$ cat src/rtl/riscv_pkg.sv
// Shared definitions for the CPU and its boot-time program loader.
package riscv_pkg;

    localparam int XLEN = 32;

    // Fetch starts here, so the loader places word 0 at this address.
    localparam logic [XLEN-1:0] RESET_PC = '0;

    typedef enum logic [2:0] {
        S_IDLE,
        S_LOAD,
        S_FLUSH,
        S_HOLD,
        S_RUN,
        S_ERR
    } loader_state_t;

    // States in which the loader is willing to take program bytes.
    function automatic logic accepts_bytes(input loader_state_t s);
        return (s == S_IDLE) || (s == S_LOAD);
    endfunction

endpackage

$ cat src/rtl/byte_packer.sv
// Packs a little-endian byte stream into 32-bit words. Presents the word
// being completed combinationally so the caller can register it on the
// same edge that accepts the final byte. Lanes above the current index
// are always zero, which gives zero padding for a short final word.
module byte_packer
    import riscv_pkg::*;
(
    input  logic            clk,
    input  logic            rst_n,
    input  logic            push,
    input  logic [7:0]      data,
    input  logic            last,
    output logic [1:0]      idx,
    output logic [XLEN-1:0] word,
    output logic            word_done
);

    logic [XLEN-1:0] acc;

    // Current partial word with the incoming byte inserted at lane idx.
    assign word      = acc | (XLEN'(data) << {idx, 3'b000});
    // Word-complete / flush strobe: lane 3 filled or image ended.
    assign word_done = push && ((idx == 2'd3) || last);

    // Lane index and accumulator; cleared after each emitted word.
    always_ff @(posedge clk or negedge rst_n) begin
        if (!rst_n) begin
            acc <= '0;
            idx <= 2'd0;
        end else if (push) begin
            // NOTE: non-blocking assignments keep every flop sampling the
            // pre-edge values, independent of statement order.
            if (word_done) begin
                acc <= '0;
                idx <= 2'd0;
            end else begin
                acc <= word;
                idx <= idx + 2'd1;
            end
        end
    end

endmodule

$ cat src/rtl/prog_loader.sv
// Boot-time program loader: streams bytes into instruction memory from
// RESET_PC upward, then releases the CPU via start after a fixed hold-off.
module prog_loader
    import riscv_pkg::*;
#(
    parameter int IMEM_WORDS  = 64,
    parameter int START_DELAY = 4
) (
    input  logic            clk,
    input  logic            rst_n,
    input  logic            rx_valid,
    output logic            rx_ready,
    input  logic [7:0]      rx_byte,
    input  logic            rx_last,
    output logic            imem_we,
    output logic [XLEN-1:0] imem_addr,
    output logic [XLEN-1:0] imem_wdata,
    output logic            start,
    output logic            load_done,
    output logic            err
);

    localparam int WCW = $clog2(IMEM_WORDS) + 1;

    loader_state_t   state, state_next;
    logic [WCW-1:0]  word_count;
    logic [7:0]      dcnt;

    logic            xfer;
    logic            overflow;
    logic            push;
    logic [1:0]      idx;
    logic [XLEN-1:0] word;
    logic            word_done;

    assign xfer     = rx_valid && rx_ready;
    // A byte that would open word IMEM_WORDS is refused; wins over rx_last.
    assign overflow = xfer && (word_count == WCW'(IMEM_WORDS)) && (idx == 2'd0);
    assign push     = xfer && !overflow;

    byte_packer u_packer (
        .clk       (clk),
        .rst_n     (rst_n),
        .push      (push),
        .data      (rx_byte),
        .last      (rx_last),
        .idx       (idx),
        .word      (word),
        .word_done (word_done)
    );

    // Next-state logic.
    always_comb begin
        // NOTE: default first so every path assigns state_next and no latch
        // is inferred.
        state_next = state;
        unique case (state)
            S_IDLE, S_LOAD: begin
                if (overflow)
                    state_next = S_ERR;
                else if (push && rx_last)
                    state_next = S_FLUSH;
                else if (push)
                    state_next = S_LOAD;
            end
            S_FLUSH: state_next = S_HOLD;
            S_HOLD: begin
                if (dcnt == 8'(START_DELAY - 1))
                    state_next = S_RUN;
            end
            S_RUN:   state_next = S_RUN;
            S_ERR:   state_next = S_ERR;
            default: state_next = S_IDLE;
        endcase
    end

    // State register.
    always_ff @(posedge clk or negedge rst_n) begin
        if (!rst_n)
            state <= S_IDLE;
        else
            state <= state_next;
    end

    // Memory write port, word counter, hold-off counter and status flags.
    always_ff @(posedge clk or negedge rst_n) begin
        if (!rst_n) begin
            rx_ready   <= 1'b0;
            imem_we    <= 1'b0;
            imem_addr  <= '0;
            imem_wdata <= '0;
            word_count <= '0;
            dcnt       <= 8'd0;
            start      <= 1'b0;
            load_done  <= 1'b0;
            err        <= 1'b0;
        end else begin
            rx_ready <= accepts_bytes(state_next);
            imem_we  <= push && word_done;
            if (push && word_done) begin
                imem_addr  <= RESET_PC + XLEN'({word_count, 2'b00});
                imem_wdata <= word;
                word_count <= word_count + 1'b1;
            end
            if (state == S_FLUSH) begin
                load_done <= 1'b1;
                dcnt      <= 8'd0;
            end else if (state == S_HOLD && state_next == S_HOLD) begin
                dcnt <= dcnt + 8'd1;
            end
            if (state_next == S_RUN)
                start <= 1'b1;
            if (state_next == S_ERR)
                err <= 1'b1;
        end
    end

endmodule

$ cat config.mk
export PLATFORM = sky130hd
export DESIGN_NAME = prog_loader
export DESIGN_NICKNAME = d
export VERILOG_FILES = /design/src/rtl/riscv_pkg.sv /design/src/rtl/byte_packer.sv /design/src/rtl/prog_loader.sv
export SDC_FILE = /design/constraint.sdc
export NUM_CORES = 1
export LEC_CHECK = 0
export BUFFER_PORTS_ARGS = -buffer_cell sky130_fd_sc_hd__clkbuf_2
export CAP_MARGIN = 10
export CORE_ASPECT_RATIO = 0.5
export CORE_MARGIN = 2
export CORE_UTILIZATION = 45
export DETAILED_ROUTE_END_ITERATION = 6
export GPL_TIMING_DRIVEN = 0
export PLACE_DENSITY_LB_ADDON = 0.05
export SYNTH_ARGS = -nofsm -noshare
export SYNTH_HDL_FRONTEND = slang
export SYNTH_SLANG_ARGS = --single-unit
$ cat constraint.sdc
create_clock -name clk -period 2 [get_ports clk]
set_input_delay 0.3 -clock clk [delete_from_list [all_inputs] [get_ports clk]]
set_output_delay 0.3 -clock clk [all_outputs]
set_load 0.02 [all_outputs]
==> summary.txt, run 1 <==
Worst setup path
  • FF-to-FF path depth: 7
  • Crit path max fanout: 10
  • Setup crit end kind: flip-flop
  • Reg-to-reg slack, setup: 0.10 ns
  • Reg-to-reg endpoint: u_packer.idx[0]
  • Critical path class: reg -> reg
  • Setup crit start kind: flip-flop
  • WP data required: 2.22 ns
  • Reg2reg start: u_packer.idx[0]
  • CP Data Arrival Time: 2.12 ns

Place
  • Buffers added on ports: 47
  • HPWL Detailed: 6.916 mm
  • RePlAce Congestion: 0.8060
  • Cell Area, Placed: 5334 um^2

Floorplanning
  • Row cnt: 26
  • Ports: 81
  • Core area: 10280 um^2
  • Initial Util: 46.73%
  • Die Span Y: 77.06 um
  • Die X: 150.1 um
  • Die ar.: 11570 um^2

Clock tree
  • Setup Buffers After CTS: 0
  • Clock sink count: 96
  • Root Buffer Master: clkbuf_16
  • Clock-pin transition on the worst setup and hold timing paths: 0.06 ns
  • # H-tree levels: 3
  • CTS max path bufs: 2
  • CTS tree: built
  • Worst skew pair latency: 0.35 ns
  • CTS Buf Count: 9

STA
  • Crit share post-route: 94.92%
  • Pins Over Slew Limit: 0
  • Final setup fails: 0
  • Fin. Hold Viols: 0
  • Slew at the pin closest to its max-slew limit: 0.7195 ns
  • Fmax: 526.7 MHz
  • Unrepaired setup endpoints after global routing: false
  • Rel. slew slack: 52.04%
  • Worst clock skew: 0.009368 ns
  • Min Tclk post-route: 1.898 ns

GRT
  • Largest net degree at the start of global routing: 51
  • Tot GR Track Use: 18.74%
  • Grt ovf: 0
  • First-pass GRT wire length: 17.07 mm
  • Number of global-route vias before repair: 3350
  • Initial antenna violation count: 0

Finish
  • Post-layout util: 55.12%
  • Most frequent cells in the layout: dfrtp_1, inv_1, a21oi_1
  • Area growth from synthesis to layout: 17.97%
  • N_diodes: 0
  • Cell area after layout: 5667 um^2
  • Layout fillers: 960
  • Layout cells sized above 1: 22.94%
  • Nets: 571
  • Commonest non-fill, non-tap cell in the layout: dfrtp_1

Job
  • Max-Cap Viols: 0

Synthesis
  • Seq cells post-synth: 96
  • Syn Std Cell Area: 4803 um^2
  • Avg Inst Size Synth: 10.20 um^2
  • Async SR Flop Fraction: 100.0%
  • Ys flop type: dfrtp_1
  • Post-synth cell types: 53
  • Synth Warn #: 0
  • Sequential fraction of the synthesis area: 50.01%
  • Mapped Cells: 471
  • Post-synth EDFFs: 0

Pwr
  • Pint: 3.200 mW
  • VDD IR-drop max: 0.4823 mV
  • Switching pwr: 0.9421 mW
  • PwrDens: 730.9 nW/um^2
  • Combinational power share: 6.8%
  • Sw Share: 22.75%
  • Leak Pwr: 2.802 nW
  • Reg power frac: 48.4%
  • Clk network pwr share: 44.8%

Drt
  • Vias: 3442
  • ANT nets after route: 0
  • Wirelength per Cell: 14.43 um
  • WL final: 10.07 mm
  • DR iter-0 viols: 136
  • Pre-antenna DRT Iters: 4
  • Detailed-route DRC error count: 0
  • DR vias/cell: 4.931

Hold path
  • Hold Crit Class: in -> async

Outcome
  • Outcome: finished clean
==> area by class of cell <==
cell class	count	area, um^2	area share, %
Clock buffer	10	239.0	4.217
Timing Repair Buffer	48	265.3	4.681
Tap cell	140	175.2	3.091
Multi-Input combinational cell	266	1819	32.10
Sequential cell	96	2404	42.42
Clock inverter	5	81.33	1.435
Inverter	73	274.0	4.836
Buffer	60	409.1	7.220
==> timing repair <==
item / 4_1_cts / 5_1_grt
gates resized for setup: 0 / 7
hold buffers: 0 / 0
setup endpoints to repair: 0 / 57
==> cells in the mapped netlist (all sizes together) (2+ instances only) <==
master   instances  share of area (%)
a21o             2               0.31
nand2           14                1.1
o21ai            6               0.86
inv             73                5.7
buf             45                7.0
nor4b            2               0.68
nand3            9               0.94
mux2i           34                7.1
clkbuf          15                1.3
nor2b            4               0.52
nor3             4               0.42
nand4            2               0.26
mux2             8                1.9
xor2             5               0.91
and4b            2               0.42
nor2             7               0.55
a211oi           2               0.31
o2111ai          2               0.49
and4bb           2               0.60
a21oi           69                7.3
nor3b            2               0.42
ha               5                1.3
or4              4               0.63
o211ai          37                5.8
and2             4               0.52
nand3b           2               0.31
dfrtp           96                 50
==> flip-flops by register name (all words and copies together) (netlist names), 2 cells and up <==
name          count
dcnt              8
imem_addr         7
imem_wdata       32
state             3
u_packer.acc     32
u_packer.idx      2
word_count        7
==> through the flow <==
stage                     instances  setup WS [ns]  hold WS, ns  power, mW  setup TNS (ns)
after detailed placement        683        0.05567       0.4371      2.325               0
final                           698         0.1015      0.03797      4.142               0
after CTS                       698        0.05104      0.06442      4.178               0
after global routing            698       0.006812       0.1020      4.308               0
after floorplan                 495         0.1999     0.004409      2.224               0
after global placement          682        -0.6885       0.4497      2.312          -65.23
==> cell families after synthesis <==
logic type / share of synthesized area [%]
AO/OA/AOI/OAI: 16.36
flip-flops: 50.01
buffers and inverters: 13.99
multiplexers: 8.961
other: 0.07807
adder cells (fa/ha/maj): 1.302
XOR/XNOR: 1.094
AND/OR/NAND/NOR: 8.205
==> how the worst max path moves through the flow <==
stage | start | end | slack, ns
floorplan | u_packer.idx[0] | u_packer.idx[0] | 0.20
global route | u_packer.idx[0] | u_packer.idx[0] | 0.007
global placement | rst_n | imem_wdata[20] | -0.69
CTS | u_packer.idx[0] | u_packer.idx[0] | 0.05
finish | u_packer.idx[0] | u_packer.idx[0] | 0.10
detailed placement | u_packer.idx[0] | u_packer.idx[0] | 0.06
==> power by group through the flow <==
stage | registers, mW | clock network [mW] | logic (mW)
after CTS | 2.00 | 1.89 | 0.284
after global routing | 2.01 | 1.98 | 0.316
after global placement | 2.04 | 0 | 0.273
after floorplan | 2.04 | 0 | 0.186
after detailed placement | 2.04 | 0 | 0.284
final | 2.00 | 1.86 | 0.282
==> metal layers <==
metal / global-route usage [%] / share of wire, % / vias up
li1: - / - / 1719
met1: 27.64 / 52 / 1647
met2: 27.49 / 43 / 67
met3: 5.238 / 4.8 / 9
met4: 3.962 / 0.76 / 0
met5: 0 / 0 / -
==> worst max-delay path, cell delays in order, from the launching register on <==
cell	delay (ns)
dfrtp_1	0.39
buf_4	0.17
inv_1	0.06
ha_1	0.15
or3b_1	0.36
buf_6	0.16
o21ai_4	0.15
mux2_2	0.34
Note: power is estimated with default switching activity, not from simulation.
==> run 2: changes to the inputs <==
--- a/config.mk
+++ b/config.mk
@@ -13,6 +13,7 @@
 export DETAILED_ROUTE_END_ITERATION = 6
 export GPL_TIMING_DRIVEN = 0
 export PLACE_DENSITY_LB_ADDON = 0.05
+export RECOVER_POWER = 100
 export SYNTH_ARGS = -nofsm -noshare
 export SYNTH_HDL_FRONTEND = slang
 export SYNTH_SLANG_ARGS = --single-unit
==> summary.txt, run 2 (synthesized netlist as in run 1, its figures left out) <==
Finish
  • Most frequent cells in the layout: dfrtp_1, inv_1, a21oi_1
  • Layout cells sized above 1: 14.87% (-8.1 points)
  • N_diodes: 0 (unchanged)
  • Fin cells: 698 (unchanged)
  • Seq. cell area: 2404 um^2 (unchanged)
  • Nets: 571 (unchanged)
  • Area growth from synthesis to layout: 16.15%
  • Commonest non-fill, non-tap cell in the layout: dfrtp_1
  • Footprint of the multi-input gates: 1810 um^2 (-0.48%)
  • Biggest registers after layout: imem_wdata x32, u_packer.acc x32, dcnt x8
  • Layout fillers: 989 (+3.0%)
  • Post-layout util: 54.27% (-0.85 points)

GRT
  • Grt ovf: 0 (unchanged)
  • Tot GR Track Use: 18.74% (unchanged)
  • Number of global-route vias before repair: 3350 (unchanged)
  • First-pass GRT wire length: 17.07 mm (unchanged)
  • Initial antenna violation count: 0 (unchanged)
  • Largest net degree at the start of global routing: 51 (unchanged)

Pwr
  • Switching pwr: 0.9459 mW (+0.41%)
  • Pint: 3.194 mW (-0.17%)
  • VDD IR-drop max: 0.4822 mV (about the same)
  • Reg power frac: 48.4% (about the same)
  • Combinational power share: 6.7% (about the same)
  • Sw Share: 22.85% (+0.10 points)
  • PwrDens: 742.1 nW/um^2 (+1.5%)
  • Tot Pwr: 4.140 mW (about the same)
  • Leak Pwr: 2.670 nW (-4.7%)
  • Clk network pwr share: 44.9% (about the same)

Worst setup path
  • Reg-to-reg endpoint: u_packer.idx[0]
  • Worst setup path end: u_packer.idx[0]
  • Critical path class: reg -> reg
  • Setup crit start kind: flip-flop
  • CP Data Arrival Time: 2.12 ns (about the same)
  • Setup crit end kind: flip-flop
  • Reg-to-reg slack, setup: 0.10 ns (about the same)
  • CP Launch Point: u_packer.idx[0]
  • WP data required: 2.22 ns (about the same)
  • FF-to-FF path depth: 7 (unchanged)
  • Reg2reg start: u_packer.idx[0]
  • Crit path max fanout: 10 (unchanged)

Clock tree
  • CTS Buf Count: 9 (unchanged)
  • Root Buffer Master: clkbuf_16
  • Clock-pin transition on the worst setup and hold timing paths: 0.07 ns (about the same)
  • # H-tree levels: 3 (unchanged)
  • Setup Buffers After CTS: 0 (unchanged)
  • Clock sink count: 96 (unchanged)
  • CTS tree: built
  • CTS max path bufs: 2 (unchanged)
  • Worst skew pair latency: 0.34 ns (about the same)
  • Gates resized, CTS repair: 0 (unchanged)
  • Number of buffers inserted by hold repair at cts: 0 (unchanged)

STA
  • Pins Over Slew Limit: 0 (unchanged)
  • TNS Setup: 0 ns (unchanged)
  • Rel. slew slack: 16.99% (-35 points)
  • Fmax: 526.8 MHz (about the same)
  • Slew at the pin closest to its max-slew limit: 1.245 ns (+0.5257 ns)
  • Fin. Hold Viols: 0 (unchanged)
  • Min Tclk post-route: 1.898 ns (-0.0001100 ns)
  • Crit share post-route: 94.92% (about the same)
  • Unrepaired setup endpoints after global routing: false
  • Final setup fails: 0 (unchanged)
  • Worst clock skew: 0.009768 ns (+0.0004004 ns)

Floorplanning
  • Row cnt: 26 (unchanged)
  • Ports: 81 (unchanged)
  • Core area: 10280 um^2 (unchanged)
  • Initial Util: 46.73% (unchanged)
  • Die X: 150.1 um (unchanged)
  • Die Span Y: 77.06 um (unchanged)
  • Die ar.: 11570 um^2 (unchanged)

Drt
  • WL final: 10.17 mm (+0.95%)
  • ANT nets after route: 0 (unchanged)
  • DR vias/cell: 4.947 (+0.32%)
  • Pre-antenna DRT Iters: 4 (unchanged)
  • DR iter-0 viols: 133 (-2.2%)
  • Vias: 3453 (+0.32%)
  • Wirelength per Cell: 14.57 um (+0.95%)
  • Detailed-route DRC error count: 0 (unchanged)

Place
  • RePlAce Congestion: 0.8060 (unchanged)
  • Buffers added on ports: 47 (unchanged)
  • Placed Cells: 683 (unchanged)
  • HPWL Detailed: 6.916 mm (unchanged)

Job
  • Max-Cap Viols: 0 (unchanged)

Hold path
  • Hold Crit Class: in -> async

Outcome
  • Outcome: finished clean
[run 2: per-stage QoR]
step                setup WS (ns)  hold WS, ns  cell area [um^2]
floorplan                  0.1999     0.004409              4893
global placement          -0.6885       0.4497              5304
detailed placement        0.05567       0.4371              5334
CTS                       0.05104      0.06442              5654
global route             0.006812       0.3365              5579
finish                     0.1016       0.2146              5579
[run 2: critical path: stages (launching register included)]
cell     delay (ns)
dfrtp_1        0.39
buf_4          0.17
inv_1          0.06
ha_1           0.15
or3b_1         0.36
buf_6          0.16
o21ai_4        0.15
mux2_2         0.34
[run 2: power groups by stage]
stage	combinational (mW)	clock, mW	sequential [mW]
floorplan	0.186	0	2.04
global placement	0.273	0	2.04
detailed placement	0.284	0	2.04
CTS	0.284	1.89	2.00
global route	0.310	1.98	2.01
finish	0.276	1.86	2.00
[run 2: per-layer routing]
metal / share of wire (%) / GRT usage, %
met1: 52 / 27.64
met2: 42 / 27.49
met3: 5.1 / 5.238
met4: 0.73 / 3.962
met5: 0 / 0
[run 2: area by class of cell]
cell class,instances,area share (%)
buffer,60,7.311
clock buffer,10,4.283
multi-input combinational,266,32.45
timing repair buffer,48,3.364
clock inverter,5,1.458
sequential,96,43.08
tap,140,3.140
inverter,73,4.911
[run 2: worst min-delay path by stage]
stage,from,end,slack [ns]
final,rst_n,imem_addr[3],0.21
after CTS,rst_n,word_count[0],0.06
after global routing,rst_n,imem_addr[3],0.34
after floorplan,rst_n,dcnt[0],0.004
after detailed placement,rst_n,imem_addr[3],0.44
after global placement,load_done,load_done,0.45
